[src/rtl/cdc_sync_filter.sv]
// rtl/cdc_sync_filter.sv - per-channel flop-chain synchroniser with stability filter and edge/glitch pulses
module cdc_sync_filter #(
  parameter int                  CHANNELS      = 8,
  parameter int                  SYNC_STAGES   = 3,
  parameter int                  FILTER_CYCLES = 4,
  parameter logic [CHANNELS-1:0] RESET_VALUE   = {CHANNELS{1'b0}}
) (
  input  logic                clk,
  input  logic                rst,
  input  logic [CHANNELS-1:0] in,
  output logic [CHANNELS-1:0] out,
  output logic [CHANNELS-1:0] rise,
  output logic [CHANNELS-1:0] fall,
  output logic [CHANNELS-1:0] glitch
);

  localparam int CNT_W = (FILTER_CYCLES > 1) ? $clog2(FILTER_CYCLES) : 1;
  localparam logic [CNT_W-1:0] CNT_LAST = CNT_W'(FILTER_CYCLES - 1);

  (* ASYNC_REG = "true" *) logic [CHANNELS-1:0] sync_q [SYNC_STAGES];
  logic [CHANNELS-1:0] sl;
  logic [CNT_W-1:0]    cnt_q [CHANNELS];

  always_ff @(posedge clk) begin
    if (rst) begin
      for (int s = 0; s < SYNC_STAGES; s++) sync_q[s] <= RESET_VALUE;
    end else begin
      sync_q[0] <= in;
      for (int s = 1; s < SYNC_STAGES; s++) sync_q[s] <= sync_q[s-1];
    end
  end

  assign sl = sync_q[SYNC_STAGES-1];

  // cnt counts consecutive cycles sl has disagreed with out; any agreement restarts it.
  always_ff @(posedge clk) begin
    if (rst) begin
      out    <= RESET_VALUE;
      rise   <= '0;
      fall   <= '0;
      glitch <= '0;
      for (int i = 0; i < CHANNELS; i++) cnt_q[i] <= '0;
    end else begin
      for (int i = 0; i < CHANNELS; i++) begin
        if (sl[i] == out[i]) begin
          cnt_q[i]  <= '0;
          glitch[i] <= (cnt_q[i] != '0);
          rise[i]   <= 1'b0;
          fall[i]   <= 1'b0;
        end else if (cnt_q[i] == CNT_LAST) begin
          out[i]    <= sl[i];
          cnt_q[i]  <= '0;
          rise[i]   <= sl[i];
          fall[i]   <= ~sl[i];
          glitch[i] <= 1'b0;
        end else begin
          cnt_q[i]  <= cnt_q[i] + CNT_W'(1);
          rise[i]   <= 1'b0;
          fall[i]   <= 1'b0;
          glitch[i] <= 1'b0;
        end
      end
    end
  end

endmodule
[config.mk]
export PLATFORM = sky130hd
export DESIGN_NAME = cdc_sync_filter
export DESIGN_NICKNAME = d
export VERILOG_FILES = /design/src/rtl/cdc_sync_filter.sv
export SDC_FILE = /design/constraint.sdc
export NUM_CORES = 1
export LEC_CHECK = 0
export ABC_AREA = 1
export CORE_ASPECT_RATIO = 1.4
export CORE_MARGIN = 5
export CORE_UTILIZATION = 52
export DETAILED_ROUTE_END_ITERATION = 10
export MAX_ROUTING_LAYER = met4
export PLACE_DENSITY = 0.78
export SLEW_MARGIN = 25
export SYNTH_ARGS = -nofsm -noshare
export SYNTH_HDL_FRONTEND = slang
export SYNTH_SLANG_ARGS = --single-unit
[constraint.sdc]
create_clock -name clk -period 1.2 [get_ports clk]
set_input_delay 0.12 -clock clk [delete_from_list [all_inputs] [get_ports clk]]
set_output_delay 0.12 -clock clk [all_outputs]
set_load 0.1 [all_outputs]
==> flow_metrics.env <==
export IMPL_timing_fmax_mhz=844
export IMPL_nFillCells=310
export IMPL_cts_buffer_depth=2
export IMPL_slew_viol_final=0
export IMPL_post_route_period_util=0.987
export IMPL_yosysTopAreaCell="dfxtp_1"
export IMPL_setup_violations=0
export IMPL_synthSimpleGateAreaFrac=0.203
export IMPL_port_buffers=41
export IMPL_critPathLaunchType="flop"
export IMPL_drc=0
export IMPL_seq_area_frac_synth=0.602
export IMPL_vias_per_cell=4.53
export IMPL_diodes=0
export IMPL_initial_utilization=0.541
export IMPL_postCtsHoldBufs=0
export IMPL_yosys_warnings=0
export IMPL_synthAdderAreaFrac=0.0753
export IMPL_grt_pass1_wl_um=7890
export IMPL_finalNetCount=398
export IMPL_synth_compound_area_frac=0.00941
export IMPL_core_um2=4920
export IMPL_cts_tree="done"
export IMPL_utilization=0.778
export IMPL_synth_avg_cell_area_um2=8.96
export IMPL_grt_ovfl_total=0
export IMPL_vias=1997
export IMPL_rsz0062_at_grt="yes"
export IMPL_hold_path_class="input pin to flop"
export IMPL_end_kind="flop"
export IMPL_crit_type="flop to flop"
export IMPL_synth_area_leaders="dfxtp_1 42%, edfxtp_1 18%, nor2_1 9.2%"
export IMPL_p_leak_nw=1.72
export IMPL_fin_ws_ns=0.0157
export IMPL_antenna_left=0
export IMPL_hpwl_um=3540
export IMPL_path_max_fanout=2
export IMPL_synthesis_instances=297
export IMPL_powerDensity_nw_per_um2=1220
export IMPL_synth_top_area_frac=0.421
export IMPL_fin_skew_ns=0.00419
export IMPL_io_pins=42
export IMPL_avgRoutedWirePerCell_um=11.3
export IMPL_clock_sinks=72
export IMPL_ys_seq_elements=72
export IMPL_netlist_area_um2=2660
export IMPL_gr_usage_all_layers=0.161
export IMPL_yosys_cell_types_count=14
export IMPL_grt_pass1_vias=1947
export IMPL_max_cap_violations=0
export IMPL_area_delta_synth_final_pct=43.8
export IMPL_min_period_ns=1.18
export IMPL_synthXorXnorAreaFrac=0
export IMPL_rows=30
export IMPL_clk_pin_slew_worst_paths_ns=0.07
export IMPL_gp_congestion=0.801
export IMPL_cts_root_buf="clkbuf_8"
export IMPL_muxShareOfSynthArea=0
export IMPL_drt_iter0_markers=106
export IMPL_finalHoldViolCount=0
export IMPL_drive_gt1_frac=0.215
export IMPL_die_w_um=70.4
export IMPL_grt_max_degree=18
export IMPL_fp_dieH_um=94.6
export IMPL_dieArea_um2=6670
export IMPL_irDropWorstVdd_mv=1.36
export IMPL_routed_wirelength_um=5000
export IMPL_clkLatencyLatePin_ns=0.35
export IMPL_status="completed"
export IMPL_antenna_found_initial=0
export IMPL_cts_max_level=3
export IMPL_cts_made_buffers=9
export IMPL_pre_cts_slack_ns=-0.145
export IMPL_dr_pass1_iters=5
export IMPL_cp_arrival_ns=1.29
export IMPL_cp_required_ns=1.31
export IMPL_synth_top_family_by_area="simple AND/OR/NAND/NOR gates"
==> logic make-up (layout without fill, tap and decap cells) <==
logic type / count (synthesis) / count (layout)
DFF: 72 / 72
adders and majority gates: 16 / 16
other: 1 / 16
and+or+nand+nor: 134 / 134
AOI/OAI and AO/OA: 5 / 5
buffers and inverters: 69 / 134
==> sequential cells by signal, indices dropped and copies added (netlist names) <==
register	flops
out	8
sync_q	24
cnt_q	16
fall	8
rise	8
glitch	8
==> per-layer routing <==
layer	global-route usage	vias to the layer above	part of all wire
li1	-	1010	-
met5	-	-	0
met2	0.296	58	0.55
met3	0.0575	18	0.059
met4	0.0958	0	0.029
met1	0.136	911	0.36
==> final cells by class <==
class	count	area [um2]	share of cell area
clock inverter	3	16.3	0.00425
multi-input combinational	171	856	0.224
timing repair buffer	53	850	0.222
sequential	72	1630	0.426
inverter	65	244	0.0638
clock buffer	13	149	0.0389
tap	64	80.1	0.0209
==> path summary, 6_finish.rpt <==
check	startpoint	end	slack (ns)	cells after the start
worst max-delay path	cnt_q[1][2]	cnt_q[1][3]	0.02	5
worst min-delay path	in[5]	sync_q[0][5]	0.28	3
worst max register to register	cnt_q[1][2]	cnt_q[1][3]	0.02	5
worst min register to register	sync_q[0][1]	sync_q[0][9]	0.40	2
==> critical path, cell delays in order, from the launching register on <==
cell and delay, ns:
edfxtp_1 0.40, buf_4 0.16, inv_1 0.06, ha_1 0.23, inv_1 0.06, nor2_1 0.04
==> cells in the mapped netlist, drive strengths merged <==
cell	n
o21ai	5
dfxtp	56
edfxtp	16
conb	1
inv	65
nor2	69
nand2	51
ha	16
nand3	11
buf	4
nor3	3
==> report_power, final <==
part,internal [mW],leakage (nW),switching (mW)
clock network,0.803,0.0877,0.835
registers,2.53,0.629,0.0440
logic,0.188,1.01,0.283
==> through the flow <==
stage	hold slack (ns)	total power, mW	instances	setup TNS, ns	area, um2
after global routing	0.273	4.85	441	-0.0457	3830
after global placement	0.389	3.06	421	-1.47	3600
final	0.281	4.68	441	0	3830
after detailed placement	0.394	3.08	421	-2.93	3600
after CTS	0.269	4.70	438	0	3770
after floorplan	0.227	2.90	312	0	2750
==> layout by cell type (no fill, tap or decap), drive strengths merged <==
cell	instances
buf	44
nor3	3
edfxtp	16
nand2	51
nor2	69
ha	16
clkbuf	13
o21ai	5
conb	16
nand3	11
dfxtp	56
clkdlybuf4s50	9
clkinv	2
inv	66
==> timing repair <==
action                                  CTS  global route
buffers inserted                          1             3
pin swaps                                 0             0
endpoints found under the setup margin    3            10
resized for setup                         1             9
Note: power is estimated with default switching activity, not from simulation.
